--- config.mk ---
export PLATFORM = sky130hd
export DESIGN_NAME = chien_search
export DESIGN_NICKNAME = d
export VERILOG_FILES = /design/src/rtl/chien_search.sv
export SDC_FILE = /design/constraint.sdc
export NUM_CORES = 1
export LEC_CHECK = 0
export ABC_AREA = 1
export CORE_ASPECT_RATIO = 1.25
export CORE_MARGIN = 2
export CORE_UTILIZATION = 55
export CTS_CLUSTER_SIZE = 12
export DETAILED_ROUTE_END_ITERATION = 12
export PLACE_DENSITY = 0.83
export SLEW_MARGIN = 5
export SYNTH_ARGS = -nofsm -noshare
export SYNTH_HDL_FRONTEND = slang
export SYNTH_SLANG_ARGS = --single-unit
--- constraint.sdc ---
create_clock -name clk -period 2.43 [get_ports clk]
set_clock_uncertainty 0.2 [all_clocks]
set_input_delay 0.3645 -clock clk [delete_from_list [all_inputs] [get_ports clk]]
set_output_delay 0.3645 -clock clk [all_outputs]
set_load 0.03 [all_outputs]
--- src/rtl/chien_search.sv ---
// Serial Chien search for the RS(255,249) decoder: evaluates sigma(x) at alpha^-j
// for j = 0..N-1, strobes each root position, then reports root count and failure.
module chien_search #(
  parameter int N = 255,
  parameter int M = 8
) (
  input  logic         clk,
  input  logic         rst,
  input  logic         signal,
  input  logic [M-1:0] s0,
  input  logic [M-1:0] s1,
  input  logic [M-1:0] s2,
  input  logic [M-1:0] s3,
  output logic         ready,
  output logic         loc_valid,
  output logic [M-1:0] loc,
  output logic         done,
  output logic [1:0]   err_count,
  output logic         fail
);

  typedef enum logic [1:0] {IDLE, SCAN, FIN} state_t;

  state_t       state;
  logic [M-1:0] t0, t1, t2, t3;
  logic [7:0]   idx;
  logic [1:0]   count;
  logic [1:0]   deg;
  logic         s0zero;

  logic [M-1:0] sum, n1, n2, n3;
  logic [1:0]   deg_in;

  // GF(2^8) multiply mod 0x11D; used with constant operands it folds to XOR trees.
  function automatic logic [M-1:0] gf_mul(input logic [M-1:0] a, input logic [M-1:0] b);
    logic [M-1:0] p;
    logic [M-1:0] x;
    p = '0;
    x = a;
    for (int unsigned i = 0; i < M; i++) begin
      if (b[i]) p = p ^ x;
      x = {x[M-2:0], 1'b0} ^ (x[M-1] ? 8'h1D : 8'h00);
    end
    return p;
  endfunction

  assign sum = t0 ^ t1 ^ t2 ^ t3;
  assign n1  = gf_mul(t1, 8'h8E);
  assign n2  = gf_mul(t2, 8'h47);
  assign n3  = gf_mul(t3, 8'hAD);

  always_comb begin
    deg_in = 2'd0;
    if (s3 != '0)      deg_in = 2'd3;
    else if (s2 != '0) deg_in = 2'd2;
    else if (s1 != '0) deg_in = 2'd1;
  end

  always_ff @(posedge clk or posedge rst) begin
    if (rst) begin
      state     <= IDLE;
      ready     <= 1'b1;
      loc_valid <= 1'b0;
      loc       <= '0;
      done      <= 1'b0;
      err_count <= '0;
      fail      <= 1'b0;
      t0        <= '0;
      t1        <= '0;
      t2        <= '0;
      t3        <= '0;
      idx       <= '0;
      count     <= '0;
      deg       <= '0;
      s0zero    <= 1'b0;
    end else begin
      case (state)
        IDLE: begin
          done <= 1'b0;
          if (signal) begin
            t0        <= s0;
            t1        <= s1;
            t2        <= s2;
            t3        <= s3;
            idx       <= '0;
            count     <= '0;
            deg       <= deg_in;
            s0zero    <= (s0 == '0);
            ready     <= 1'b0;
            err_count <= '0;
            fail      <= 1'b0;
            state     <= (s0 == '0) ? FIN : SCAN;
          end
        end
        SCAN: begin
          if (sum == '0) begin
            loc_valid <= 1'b1;
            loc       <= idx;
            if (count != 2'd3) count <= count + 2'd1;
          end else begin
            loc_valid <= 1'b0;
          end
          t1 <= n1;
          t2 <= n2;
          t3 <= n3;
          if (idx == 8'(N - 1)) state <= FIN;
          else                  idx   <= idx + 8'd1;
        end
        FIN: begin
          loc_valid <= 1'b0;
          done      <= 1'b1;
          err_count <= count;
          fail      <= (count != deg) || s0zero;
          ready     <= 1'b1;
          state     <= IDLE;
        end
        default: state <= IDLE;
      endcase
    end
  end

endmodule

==> results.md, run 1 <==
* Iteration-0 DRC count of the detailed router at around 280
* Flop2flop setup slack at 0.43 ns
* Drt wl/cell at between 10 and 15 um
* Final min period at around 2.1 ns
* Critical path depth at 1
* Most frequent cells in the layout: nand2_1, dfrtp_1, inv_1, clkdlybuf4s50_1
* # rows at 33
* TNS Setup at 0 ns
* Status: complete, no violations
* Drt via density at between 5 and 6
* Post-Syn Area at about 3700 um2
* FMAX at about 480 MHz
* Drt first pass iters at 5
* Hold Crit Class: in -> async
* Synth area leader: dfrtp_1
* First-pass GRT wire length at between 10 and 15 mm
* R2r endpoint: idx[5]$_DFFE_PP0P_
* M1 WL at around 3.6 mm
* Util after Layout at 67.9%
* RSZ-0062 raised after global routing: false
* Flops & latches, synth at 61
* Worst reg-to-reg path cell count at 10
* CTS Sinks at between 60 and 70
* Vias in the first global route at 3,203
* DRT antenna net count at 0
* Final Hold Fails at 0
* Deepest level of the CTS H-tree at 3
* Yosys top cell area share at 41.0%
* Crit-path slowest cell: clkdlybuf4s50_1
* Post-route worst setup slack at 0.330 ns
* Crit path kind: reg -> out
* Max Root-Sink Buffers at 2
* Initial antenna violation count at 0
* Met2 wire len at about 4.4 mm
* Synth Area per Inst at around 7.7 um2
* Hpwl dp at approximately 6.4 mm
* Peak supply drop at between 0.0006 and 0.0007 V
* Max Slew Vio Count at 0
* Syn Inst Count at ~480
* Max cap viols at 0
* GRT Util Overall at 26.4%
* Gr ovfl total at 0
* Die width at 77.0 um
* Post-synth cell types at 40
* Num CTS Buffers at 9
* Critical path's top delay family: buffers and inverters
* Layout Nets at 565
* TritonCTS clock tree: yes
* # Post-CTS Setup Buffers at 0
* Layout area overhead at 20.2%
* DRT Wirelength at 8.78 mm
* Largest cells by area after synthesis: dfrtp_1, nand2_1, inv_1
* R2r startpoint: state[1]$_DFFE_PP0P_
* Die Height at between 90 and 100 um
* Post-synthesis async set-or-reset flop share at between 90% and 100%
* Highest Signal Layer: met4
* Ys flop type: dfrtp_1
* Largest net degree at the start of global routing at 62
* Worst-path clk slew at roughly 0.060 ns
* CP Launch Point: ready$_DFFE_PP1P_
* Worst-Skew Late Latency at 0.35 ns
* Critical Path, Cell by Cell: clkdlybuf4s50_1
* ANT cells at 0
* Worst EP arrival at ~1.5 ns
* Fillcell total at about 540
* Worst slack, placed at between 0.2 and 0.3 ns
* Synth Warn # at 0
* CTS Hold Bufs at 0
* PwrDens at between 1000 and 1500 nW/um2
* P_leak at about 2.1 nW
* Die area at about 7300 um2
* Buf+Inv Stages, Crit Path at 1
* Port Buffers at 48
* Commonest non-fill, non-tap cell in the layout: nand2_1
* Via count at 3,333
* Post-cts resize count at 0
* Register area share after synthesis at between 40% and 50%
* DR WL met3 at about 500 um
* Max stage delay on crit path at ~0.66 ns
* CP Launch Type: flip-flop
* Number of flops mapped to enable cells by yosys at 0
* CTS Root Cell: clkbuf_8
* Crit-path max FO at 2
* Initial core utilization at 56.5%
* Syn nets at a little over 500
* Crit end category: output pin
* IO Pins at 49
* Routability cong. at between 0.9 and 1
* Layout cells sized above 1 at under 10%
* Period Utilization, post-route at between 80% and 90%
* Core Footprint at roughly 6500 um2
* CP Capture Point: ready
* Normalized max-slew margin at between 60 and 70%
* Worst EP required at about 1.9 ns
* # DRC at 0
* Slew @ Worst Pin at between 0.5 and 0.6 ns
* Final setup fails at 0
[layer usage]
layer  vias up  GRT usage [%]
met5         -              0
met1      1592           30.6
met3        19           6.63
li1       1614              -
met2       108           46.4
met4         0           11.8
[kinds of logic (layout without fill, tap and decap cells)]
kind of cell / Yosys count / count (layout) / synth area share (%)
flip-flops: 61 / 61 / 41.7
AND/OR/NAND/NOR: 199 / 199 / 23.0
AO/OA/AOI/OAI: 89 / 89 / 14.5
buffers and inverters: 84 / 137 / 9.61
adder cells (fa/ha/maj): 6 / 6 / 2.05
XOR/XNOR: 37 / 37 / 9.06
[cells in the mapped netlist, drive strengths merged (6+ instances only)]
cell type and number:
dfrtp 60, clkbuf 10, nand4 6, nand2 136, buf 9, nor2 36, inv 65, a21oi 22
o22ai 9, ha 6, o211ai 7, o21a 6, nand3 12, o21ai 33, xnor2 17, xor2 20
[sequential cells by signal, summed over array words and instances, names as in the netlist]
name and count:
state 2, t3 8, count 2, t1 8, s0zero 1, ready 1
err_count 2, t0 8, idx 8, fail 1, deg 2, done 1
loc 8, loc_valid 1, t2 8
[metrics by stage]
step	instance area, um2	instances	hold WS, ns	power (mW)
final	4400	616	0.195	5.73
after floorplan	3660	476	0.250	4.14
after global routing	4400	616	0.221	6.24
after detailed placement	4230	600	0.265	4.90
after global placement	4230	600	0.259	4.77
after CTS	4400	616	0.211	5.73
[where the power goes]
part	internal, mW	switching [mW]
clock	0.424	0.389
combinational	1.26	1.77
sequential	1.40	0.478
total	3.09	2.64
[worst min path at each step]
| stage | startpoint | endpoint | slack [ns] | cells after the start |
|---|---|---|---|---|
| finish | rst | err_count[0]$_DFFE_PP0P_ | 0.19 | 3 |
| global route | rst | err_count[0]$_DFFE_PP0P_ | 0.22 | 3 |
| CTS | rst | loc[0]$_DFFE_PP0P_ | 0.21 | 3 |
| detailed placement | s0zero$_DFFE_PP0P_ | s0zero$_DFFE_PP0P_ | 0.27 | 2 |
| global placement | ready$_DFFE_PP1P_ | ready$_DFFE_PP1P_ | 0.26 | 2 |
| floorplan | s0zero$_DFFE_PP0P_ | s0zero$_DFFE_PP0P_ | 0.25 | 2 |
[final cells by class]
cell class              count  area (um2)  share of cell area [%]
clock buffers              14         163                    3.70
clock inverters             2        10.0                   0.228
inverters                  65         244                    5.55
multi-input cells         331        1780                    40.5
flip-flops and latches     61        1530                    34.7
well taps                  87         109                    2.47
repair buffers             56         566                    12.9
(Power assumes the default switching activity.)
==> run 2, diff against run 1 <==
Settings changed: CTS_CLUSTER_DIAMETER set to 40.
==> results of run 2 <==
The final DEF is identical to that of run 1; final timing and power are the same.
==> run 3, diff against run 2 <==
Settings changed: CORE_UTILIZATION 55 to 35, PLACE_DENSITY 0.83 to 0.58.
==> results.md, run 3 (same netlist as run 1, synthesis figures left out) <==
* Status: complete, no violations (unchanged)
* IO Pins at 49 (unchanged)
* Crit-path slowest cell: dfrtp_1 (was clkdlybuf4s50_1)
* Worst EP arrival at 2.12 ns (was 1.54 ns)
* # Post-CTS Setup Buffers at 0 (unchanged)
* RSZ-0062 raised after global routing: false (unchanged)
* Final Cell Area at 4540 um2 (was 4400 um2)
* Max Slew Vio Count at 0 (unchanged)
* Normalized max-slew margin at 53.0% (was 62.5%)
* Drt first pass iters at 4 (was 5)
* CTS Hold Bufs at 0 (unchanged)
* Placed Area at 4270 um2 (was 4230 um2)
* Layout Nets at 564 (was 565)
* First-pass GRT wire length at 15.0 mm (was 14.9 mm)
* # DRC at 0 (unchanged)
* Crit end category: flip-flop (was output pin)
* Critical Path, Cell by Cell: inv_1 > ha_1 > buf_4 > nand2_1 > nand2_4 > inv_2 > nand3_1 > nor2_1 > nor2_1 > nor2_1 (was clkdlybuf4s50_1)
* Critical path's top delay family: simple AND/OR/NAND/NOR gates (was buffers and inverters)
* GRT Util Overall at 17.1% (was 26.4%)
* Max stage delay on crit path at 0.39 ns (was 0.66 ns)
* Hpwl dp at 6.68 mm (was 6.45 mm)
* Area occupied by multi-input gates at 1780 um2 (unchanged)
* FF/Latch Area at 1530 um2 (unchanged)
* ANT cells at 0 (unchanged)
* CTS Sinks at 61 (unchanged)
* Vias in the first global route at 3,176 (was 3,203)
* FMAX at 476 MHz (about the same)
* DRT antenna net count at 0 (unchanged)
* Period Utilization, post-route at 86.4% (about the same)
* Peak supply drop at 0.000533 V (was 0.000628 V)
* Most frequent cells in the layout: nand2_1, dfrtp_1, inv_1, clkdlybuf4s50_1 (unchanged)
* Gr ovfl total at 0 (unchanged)
* Commonest non-fill, non-tap cell in the layout: nand2_1 (unchanged)
* Deepest level of the CTS H-tree at 3 (unchanged)
* Worst EP required at 2.45 ns (was 1.87 ns)
* Initial antenna violation count at 0 (unchanged)
* Largest net degree at the start of global routing at 46 (was 62)
* Routability cong. at 0.822 (was 0.901)
* Via count at 3,202 (was 3,333)
* Final min period at 2.10 ns (about the same)
* DRT Wirelength at 9.04 mm (was 8.78 mm)
* Die Height at 118 um (was 95.2 um)
* Post-cts resize count at 0 (unchanged)
* TritonCTS clock tree: yes (unchanged)
* PwrDens at 1330 nW/um2 (was 1300 nW/um2)
* Fillcell total at 1,047 (was 544)
* Port Buffers at 48 (unchanged)
* # rows at 41 (was 33)
* Worst-path clk slew at 0.05 ns (was 0.06 ns)
* Num CTS Buffers at 9 (unchanged)
* Layout cells sized above 1 at 7.78% (was 7.75%)
* Crit path kind: reg -> reg (was reg -> out)
* TNS Setup at 0 ns (unchanged)
* Buf+Inv Stages, Crit Path at 3 (was 1)
* Worst-Skew Late Latency at 0.33 ns (was 0.35 ns)
* Initial core utilization at 36.0% (was 56.5%)
* Die area at 11,300 um2 (was 7330 um2)
* Core Footprint at 10,200 um2 (was 6480 um2)
* Hold Crit Class: in -> async (unchanged)
* Slew @ Worst Pin at 0.699 ns (was 0.557 ns)
* Drt wl/cell at 13.8 um (was 14.2 um)
* CTS Root Cell: clkbuf_16 (was clkbuf_8)
* Max Root-Sink Buffers at 2 (unchanged)
* Crit-path most repeated cell: nor2_1
* P_leak at 2.18 nW (was 2.15 nW)
* Final setup fails at 0 (unchanged)
* Crit-path max FO at 27 (was 2)
* Iteration-0 DRC count of the detailed router at 139 (was 277)
* Max cap viols at 0 (unchanged)
* Layout area overhead at 24.0% (was 20.2%)
* Drt via density at 4.88 (was 5.41)
* Final Hold Fails at 0 (unchanged)
* Die width at 95.5 um (was 77.0 um)
* CP Launch Type: flip-flop (unchanged)
run 3: per-layer routing:
metal  part of all wire [%]  global-route usage [%]
met1                     45                    21.2
met2                     50                    29.0
met3                    3.4                    3.19
met4                    2.4                    6.43
met5                      0                       0
run 3: report_power, final:
part           internal [mW]  switching [mW]
combinational           1.25            1.75
clock                  0.708           0.454
sequential              1.40           0.461
run 3: worst paths after layout:
path,start,to,slack [ns],depth (start not counted)
max in group asynchronous,rst,ready$_DFFE_PP1P_,1.26,3
max reg2reg,state[1]$_DFFE_PP0P_,idx[4]$_DFFE_PP0P_,0.33,10
min reg2reg,ready$_DFFE_PP1P_,ready$_DFFE_PP1P_,0.27,2
min,rst,done$_DFFE_PP0P_,0.14,2
min in group clk,ready$_DFFE_PP1P_,ready$_DFFE_PP1P_,0.27,2
max,state[1]$_DFFE_PP0P_,idx[4]$_DFFE_PP0P_,0.33,10
run 3: per-stage QoR:
step	setup slack [ns]	hold WS (ns)	std cells	utilization [%]	power, mW
after floorplan	0.354	0.250	476	-	4.14
after global placement	0.158	0.262	641	42.1	4.83
after global routing	0.146	0.179	656	44.7	6.57
final	0.330	0.142	656	44.7	6.03
after CTS	0.330	0.160	656	44.7	6.07
after detailed placement	0.152	0.258	641	42.1	4.89
run 3: cell type report:
class                           count  area share (%)
Clock buffer                       11            5.35
Clock inverter                      4           0.551
Inverter                           65            5.37
Multi-Input combinational cell    331            39.2
Sequential cell                    61            33.7
Tap cell                          129            3.56
Timing Repair Buffer               55            12.3
